**src/rtl/count_sequencer.sv**
```systemverilog
// Run controller for the 8-bit display counter: clears it, then paces one-cycle
// enable pulses from a selectable clock divider until stop, pause or the limit.
module count_sequencer #(
  parameter int CW    = 8,
  parameter int DW    = 26,
  parameter int RATE0 = 1,
  parameter int RATE1 = 12500000,
  parameter int RATE2 = 25000000,
  parameter int RATE3 = 50000000
) (
  input  logic          clk,
  input  logic          clear_b,
  input  logic          start,
  input  logic          stop,
  input  logic          pause,
  input  logic [1:0]    rate_sel,
  input  logic [CW-1:0] limit,
  input  logic [CW-1:0] count,
  output logic          cnt_en,
  output logic          cnt_clear_b,
  output logic          tick,
  output logic [2:0]    state,
  output logic          done
);

  typedef enum logic [2:0] {
    ST_IDLE  = 3'd0,
    ST_CLR   = 3'd1,
    ST_RUN   = 3'd2,
    ST_PAUSE = 3'd3,
    ST_DONE  = 3'd4
  } state_t;

  // A rate of 0 or 1 both mean "pulse every cycle", i.e. a reload of zero.
  function automatic logic [DW-1:0] reload_of(input int rate);
    if (rate > 1) begin
      reload_of = DW'(rate - 1);
    end else begin
      reload_of = {DW{1'b0}};
    end
  endfunction

  localparam logic [DW-1:0] RELOAD0 = reload_of(RATE0);
  localparam logic [DW-1:0] RELOAD1 = reload_of(RATE1);
  localparam logic [DW-1:0] RELOAD2 = reload_of(RATE2);
  localparam logic [DW-1:0] RELOAD3 = reload_of(RATE3);
  localparam logic [DW-1:0] DIV_ONE = {{(DW-1){1'b0}}, 1'b1};

  state_t        state_r;
  state_t        state_s;
  logic          start_q_r;
  logic          start_rise_s;
  logic [DW-1:0] div_cnt_r;
  logic [DW-1:0] reload_r;
  logic [DW-1:0] rate_reload_s;
  logic          cnt_clear_b_r;
  logic          at_limit_s;
  logic          tick_s;

  assign start_rise_s = start & ~start_q_r;
  assign at_limit_s   = (count == limit);
  assign tick_s       = (state_r == ST_RUN) && (div_cnt_r == {DW{1'b0}});

  assign tick        = tick_s;
  assign cnt_en      = tick_s & ~at_limit_s;
  assign cnt_clear_b = cnt_clear_b_r;
  assign state       = state_r;
  assign done        = (state_r == ST_DONE);

  // Reload value for the currently selected rate.
  always_comb begin
    rate_reload_s = RELOAD3;
    case (rate_sel)
      2'd0:    rate_reload_s = RELOAD0;
      2'd1:    rate_reload_s = RELOAD1;
      2'd2:    rate_reload_s = RELOAD2;
      default: rate_reload_s = RELOAD3;
    endcase
  end

  // Next-state decode: stop, then start edge, then limit, then pause.
  always_comb begin
    state_s = state_r;
    if (stop) begin
      state_s = ST_IDLE;
    end else begin
      case (state_r)
        ST_IDLE, ST_DONE: begin
          if (start_rise_s) begin
            state_s = ST_CLR;
          end else begin
            state_s = state_r;
          end
        end
        ST_CLR: state_s = ST_RUN;
        ST_RUN: begin
          if (at_limit_s) begin
            state_s = ST_DONE;
          end else if (pause) begin
            state_s = ST_PAUSE;
          end else begin
            state_s = ST_RUN;
          end
        end
        ST_PAUSE: begin
          if (pause) begin
            state_s = ST_PAUSE;
          end else begin
            state_s = ST_RUN;
          end
        end
        default: state_s = ST_IDLE;
      endcase
    end
  end

  // State, start-edge history and the glitch-free counter clear.
  always_ff @(posedge clk or negedge clear_b) begin
    if (!clear_b) begin
      state_r       <= ST_IDLE;
      start_q_r     <= 1'b0;
      cnt_clear_b_r <= 1'b0;
    end else begin
      state_r       <= state_s;
      start_q_r     <= start;
      cnt_clear_b_r <= (state_s != ST_CLR);
    end
  end

  // Rate divider: latched in CLR, counts only in RUN so pause keeps its phase.
  always_ff @(posedge clk or negedge clear_b) begin
    if (!clear_b) begin
      div_cnt_r <= {DW{1'b0}};
      reload_r  <= {DW{1'b0}};
    end else if (state_r == ST_CLR) begin
      div_cnt_r <= rate_reload_s;
      reload_r  <= rate_reload_s;
    end else if (state_r == ST_RUN) begin
      if (tick_s) begin
        div_cnt_r <= reload_r;
      end else begin
        div_cnt_r <= div_cnt_r - DIV_ONE;
      end
    end else begin
      div_cnt_r <= div_cnt_r;
    end
  end

endmodule

```
**config.mk**
```make
export PLATFORM = sky130hd
export DESIGN_NAME = count_sequencer
export DESIGN_NICKNAME = d
export VERILOG_FILES = /design/src/rtl/count_sequencer.sv
export SDC_FILE = /design/constraint.sdc
export NUM_CORES = 1
export LEC_CHECK = 0
export ABC_AREA = 1
export BUFFER_PORTS_ARGS = -buffer_cell sky130_fd_sc_hd__clkbuf_2
export CAP_MARGIN = 20
export CORE_MARGIN = 5
export CORE_UTILIZATION = 40
export DETAILED_ROUTE_END_ITERATION = 6
export GPL_ROUTABILITY_DRIVEN = 0
export HOLD_SLACK_MARGIN = 0.03
export PLACE_DENSITY_LB_ADDON = 0.3
export SYNTH_ARGS = -nofsm -noshare
export SYNTH_HDL_FRONTEND = slang
export SYNTH_SLANG_ARGS = --single-unit
```
**constraint.sdc**
```tcl
create_clock -name clk -period 2.26 [get_ports clk]
set_input_delay 0 -clock clk [delete_from_list [all_inputs] [get_ports clk]]
set_output_delay 0 -clock clk [all_outputs]
set_load 0.03 [all_outputs]
```
==> reports/metrics.cfg, run 1 <==
[floorplanning]
die_y_um = 92.5
io_pins = 30
initial_core_util_pct = 40.5
placeableCoreArea_mm2 = 0.00672
dieArea_mm2 = 0.00856
die_x_um = 92.5
rows = 30

[detailed_routing]
ant_nets = 0
drc = 0
drtPass1Iterations = 4
viasPerCell = 4.88
routedWlPerCell_um = 12.4
routed_wl_mm = 6.56
num_vias = 2571
first_iter_violations = 170

[clocking]
clkSinkCount = 38
cts_tree = yes
cts.clk_slew.worst_paths_ps = 80
post-cts-setup-buffers = 0
cts-root-buf = clkbuf_8
cts_made_buffers = 5
clockBufferDepth = 2
worstSkewPairLatency_ps = 300
htree_levels = 2

[worst_setup_path]
r2r_end = div_cnt_r[25]
r2r-start = div_cnt_r[0]
arrival_ps = 2050
start_kind = flop
crit_required_ps = 2260
r2r_slack_ps = 380
critPathKind = flop to output pin
cp_max_fo = 6
reg2regPathDepth = 11
cp-end-kind = output pin

[timing]
finalHoldViolCount = 0
period_share_pct = 90.6
rsz0062_at_grt = no
slew_viol_final = 0
final.setup.tns_ps = 0
max_slew_margin_pct = 73.7
tightest_slew_ps = 391
setup_slack_ps = 213
period_minus_slack_ps = 2050
max_freq_ghz = 0.488
setup_viol = 0
fin_worst_skew_ps = 9.74

[synthesis]
yosysWarnings = 0
synth.avg_cell_area_um2 = 6.69
ys_types = 29
syn-cell-area_mm2 = 0.00272
syn-num-nets = 435
yosysSeqAreaShare_pct = 34.9
synthCells = 407
ys_ff_latch = 38

[place]
dp_hpwl_mm = 5.05
place_inst = 515
dp_slack_ps = 399
place.port_buffers = 29

[final_layout]
fillers = 686
drive_gt1_share_pct = 17.4
multiInputGateArea_mm2 = 0.00154
n_antenna_cell = 0
seq_area_um2 = 951
final_common_cell = nand2_1
final_cell_mix = nand2_1 (113), nor2_1 (80), inv_1 (49)
instances_no_fill = 527
syn2layout_area_growth_pct = 14.2
nets = 474
final_core_util_pct = 46.3

[global_route]
grt_overflow_total = 0
grt_pass1_vias = 2436
grt_pass1_wl_mm = 11.3
grtUsageTotal_pct = 16.2
antenna_found_initial = 0
grt_start_max_net_pins = 39

[min_path]
hold_depth = 4
hold_class = input pin to flop
worstHoldEndpoint = state[0]
holdCritStartpoint = pause

[status]
outcome = complete, no violations

[pwr]
p_leak_nw = 1.68
p_per_area_mw_per_mm2 = 872
ir_worst_vdd_uv = 451

[run]
cap_violations = 0

==> registers in the layout (all words and copies together) (netlist names) <==
name	count
cnt_clear_b	1
div_cnt_r	26
reload_r	7
start_q_r	1
state	3
==> power by group <==
part / internal (mW) / switching [mW] / leakage, nW / total, mW
combinational: 0.391 / 0.622 / 1.19 / 1.01
clock: 0.247 / 0.256 / 0.0482 / 0.502
sequential: 0.917 / 0.281 / 0.440 / 1.20
total: 1.55 / 1.16 / 1.68 / 2.71
==> cells in the mapped netlist <==
cell / count / area, µm²
o21bai_1: 1 / 7.51
xor2_1: 12 / 105
xnor2_1: 1 / 8.76
or2_2: 3 / 18.8
nand4_2: 1 / 12.5
a21oi_1: 19 / 95.1
inv_2: 4 / 15.0
nor2_1: 80 / 300
nor3_1: 3 / 15.0
buf_2: 3 / 15.0
o21ai_0: 13 / 65.1
ha_1: 5 / 62.6
a21oi_2: 1 / 8.76
nand4_4: 1 / 21.3
buf_6: 1 / 11.3
nand3_4: 1 / 17.5
nand3_1: 25 / 125
nor2_4: 7 / 78.8
nor2_2: 9 / 56.3
nand2_1: 113 / 424
nand3b_1: 1 / 7.51
o21ai_1: 1 / 5.00
nand3_2: 2 / 20.0
nor2_8: 1 / 20.0
nand2_2: 7 / 43.8
dfrtp_1: 38 / 951
clkbuf_1: 1 / 3.75
inv_1: 49 / 184
nand4_1: 4 / 25.0
==> worst max-delay path by stage <==
stage | start | to | cells past startpoint
6_report | div_cnt_r[0] | cnt_en | 9
5_1_grt | div_cnt_r[0] | cnt_en | 9
4_1_cts | div_cnt_r[0] | cnt_en | 9
3_5_place_dp | div_cnt_r[0] | div_cnt_r[25] | 11
3_3_place_gp | div_cnt_r[0] | div_cnt_r[25] | 11
2_1_floorplan | state[2] | state[2] | 4
==> metal layers <==
layer  part of all wire (%)  GRT usage, %  wire length, µm
met5                      0             0                0
met4                    1.3          4.46               82
met3                    4.5          2.68              296
met2                     45          26.0             2980
met1                     49          22.4             3210
==> metrics by stage <==
stage | power, mW | area, µm² | hold WS, ps
finish | 2.71 | 3110 | 66.5
global placement | 2.18 | 2970 | 129
detailed placement | 2.20 | 2970 | 129
global route | 2.96 | 3110 | 119
floorplan | 1.92 | 2720 | -296
CTS | 2.72 | 3090 | 64.5
==> cell type report <==
cell class / count / share of cell area [%]
clock buffer: 7 / 2.78
clock inverter: 1 / 0.161
inverter: 53 / 6.40
multi-input combinational: 311 / 49.6
sequential: 38 / 30.6
tap: 80 / 3.22
timing repair buffer: 37 / 7.24
==> cell families after synthesis <==
kind of cell	after synthesis	synth area share (%)
AO/OA/AOI/OAI	35	6.66
XOR/XNOR	13	4.18
AND/OR/NAND/NOR	258	43.5
adder cells (fa/ha/maj)	5	2.30
buffers and inverters	58	8.41
flip-flops	38	34.9
==> critical path, cell delays in order, from the launching register on <==
cell and delay (ps):
dfrtp_1 410, inv_1 100, ha_1 260, nand3_1 160
nor2_1 110, nand2_1 110, nor2_4 160, nand3_1 120
nor2_1 120, clkbuf_2 200
==> what timing repair did <==
action | CTS | global route
hold endpoints to repair | 42 | 0
endpoints found under the setup margin | 0 | 0
hold buffers | 3 | 0
gates resized for setup | 0 | 0
Note: power is estimated with default switching activity, not from simulation.
==> run 2: changes to the inputs <==
CORE_MARGIN = 10   (was 5)
MAX_ROUTING_LAYER = met4   (was unset)
REMOVE_ABC_BUFFERS = 1   (was unset)
==> run 2 against run 1 <==
Against the previous run:
- wire length decreased by 0.14%
- sequential power is essentially flat
- die area is 23% higher
- via count down 1.1%
- hold slack better by 13 ps
- first-iteration DRC count decreased by 6.5%
- cell area fell by 0.40%
- setup slack better by 59 ps
- register-to-register slack gained 30 ps
- highest routed layer unchanged
==> reports/metrics.cfg, run 2 (synthesized netlist as in run 1, its figures left out) <==
[status]
outcome = complete, no violations

[detailed_routing]
routed_wl_mm = 6.55  ; -0.14%
viasPerCell = 4.85  ; -0.67%
routedWlPerCell_um = 12.5  ; +0.24%
first_iter_violations = 159  ; -6.5%
ant_nets = 0  ; unchanged
drc = 0  ; unchanged
drtPass1Iterations = 4  ; unchanged
num_vias = 2544  ; -1.1%

[clocking]
htree_levels = 2  ; unchanged
worstSkewPairLatency_ps = 290  ; about the same
cts-root-buf = clkbuf_8
cts.clk_slew.worst_paths_ps = 80  ; about the same
cts_resized = 0  ; unchanged
post-cts-setup-buffers = 0  ; unchanged
clkSinkCount = 38  ; unchanged
cts_made_buffers = 5  ; unchanged
clockBufferDepth = 2  ; unchanged
cts_tree = yes
hold_buffers = 3  ; unchanged

[timing]
period_minus_slack_ps = 1990  ; -58.8 ps
finalHoldViolCount = 0  ; unchanged
tightest_slew_ps = 556  ; +165 ps
period_share_pct = 88.0  ; -2.6 points
max_freq_ghz = 0.503  ; +3.0%
rsz0062_at_grt = no
final.setup.tns_ps = 0  ; unchanged
fin_worst_skew_ps = 6.45  ; -3.29 ps
max_slew_margin_pct = 63.0  ; -11 points
setup_slack_ps = 271  ; +58.8 ps
setup_viol = 0  ; unchanged
slew_viol_final = 0  ; unchanged

[place]
dp_hpwl_mm = 5.24  ; +3.6%
place.port_buffers = 29  ; unchanged
placed_area_mm2 = 0.00296  ; -0.25%
dp_slack_ps = 409  ; +10.4 ps

[global_route]
grt_overflow_total = 0  ; unchanged
antenna_found_initial = 0  ; unchanged
grt_start_max_net_pins = 39  ; unchanged
grt_pass1_wl_mm = 11.6  ; +2.9%
grt_pass1_vias = 2537  ; +4.1%
grtUsageTotal_pct = 13.9  ; -2.3 points

[final_layout]
nets = 473  ; -0.21%
design_area_mm2 = 0.00310  ; -0.40%
largest-register = div_cnt_r
n_antenna_cell = 0  ; unchanged
drive_gt1_share_pct = 17.3  ; -0.15 points
final_common_cell = nand2_1
largest_register_ffs = 26  ; unchanged
syn2layout_area_growth_pct = 13.7
fillers = 700  ; +2.0%
final_cell_mix = nand2_1 (113), nor2_1 (80), inv_1 (49)

[pwr]
swShare_pct = 42.9  ; +0.24 points
p_leak_nw = 1.67  ; -0.38%
power_frac_comb_pct = 37.8  ; +0.5 points
ir_worst_vdd_uv = 294  ; -35%
p_clk_share_pct = 16.9  ; -1.6 points
power_frac_seq_pct = 45.3  ; +1.1 points
p_int_mw = 1.51  ; -2.6%
p_switching_mw = 1.14  ; -1.6%
p_per_area_mw_per_mm2 = 856  ; -1.8%

[floorplanning]
placeableCoreArea_mm2 = 0.00672  ; unchanged
die_x_um = 103  ; +11%
dieArea_mm2 = 0.0105  ; +23%
io_pins = 30  ; unchanged
initial_core_util_pct = 40.5  ; unchanged
rows = 30  ; unchanged
die_y_um = 103  ; +11%

[worst_setup_path]
r2r-start = div_cnt_r[0]
cp-end-kind = output pin
critPathKind = flop to output pin
critPathLaunch = div_cnt_r[0]
cp_max_fo = 6  ; unchanged
start_kind = flop
crit_required_ps = 2260  ; about the same
arrival_ps = 1990  ; -60 ps

[min_path]
holdCritStartpoint = pause
hold_class = input pin to flop

[run]
cap_violations = 0  ; unchanged

## run 2: power by group through the flow
stage / Clock, mW / Combinational [mW] / Sequential (mW)
after floorplan: 0 / 0.780 / 1.13
after global placement: 0 / 0.985 / 1.21
after detailed placement: 0 / 0.993 / 1.21
after CTS: 0.464 / 1.00 / 1.20
after global routing: 0.501 / 1.19 / 1.24
final: 0.449 / 1.00 / 1.20
## run 2: metrics by stage
step	hold WS [ps]	utilization, %	total power [mW]	std cells
after CTS	86.8	45.7	2.66	524
after detailed placement	130	44.1	2.20	514
after floorplan	-296	-	1.91	402
after global placement	127	44.1	2.19	514
final	79.8	46.1	2.65	525
after global routing	108	46.1	2.93	525
## run 2: area by class of cell
type / count / area (µm²) / area share, %
well taps: 80 / 100 / 3.23
clock inverters: 2 / 10.0 / 0.323
multi-input cells: 311 / 1540 / 49.8
repair buffers: 36 / 225 / 7.27
inverters: 53 / 199 / 6.42
clock buffers: 5 / 68.8 / 2.22
flip-flops and latches: 38 / 951 / 30.7
## run 2: path summary, 6_finish.rpt
check / to / cells past startpoint / slack (ps)
max reg2reg: div_cnt_r[6] / 11 / 410
min: state[0] / 4 / 80
min in group asynchronous: div_cnt_r[20] / 2 / 230
max in group asynchronous: reload_r[21] / 3 / 1540
max: cnt_en / 9 / 270
min reg2reg: reload_r[23] / 2 / 490
## run 2: routing by layer
| metal | global-route usage (%) | up-vias | wire [µm] |
|---|---|---|---|
| met2 | 22.3 | 53 | 3010 |
| met3 | 2.08 | 9 | 266 |
| met5 | - | - | 0 |
| met1 | 17.8 | 1141 | 3180 |
| met4 | 4.01 | 0 | 90 |
| li1 | - | 1341 | - |
## run 2: worst max-delay path, stage by stage, from the launching register on
cell	delay (ps)
dfrtp_1	390
inv_1	90
ha_1	260
nand3_1	150
nor2_1	100
nand2_1	110
nor2_4	150
nand3_1	120
nor2_1	110
clkbuf_2	210
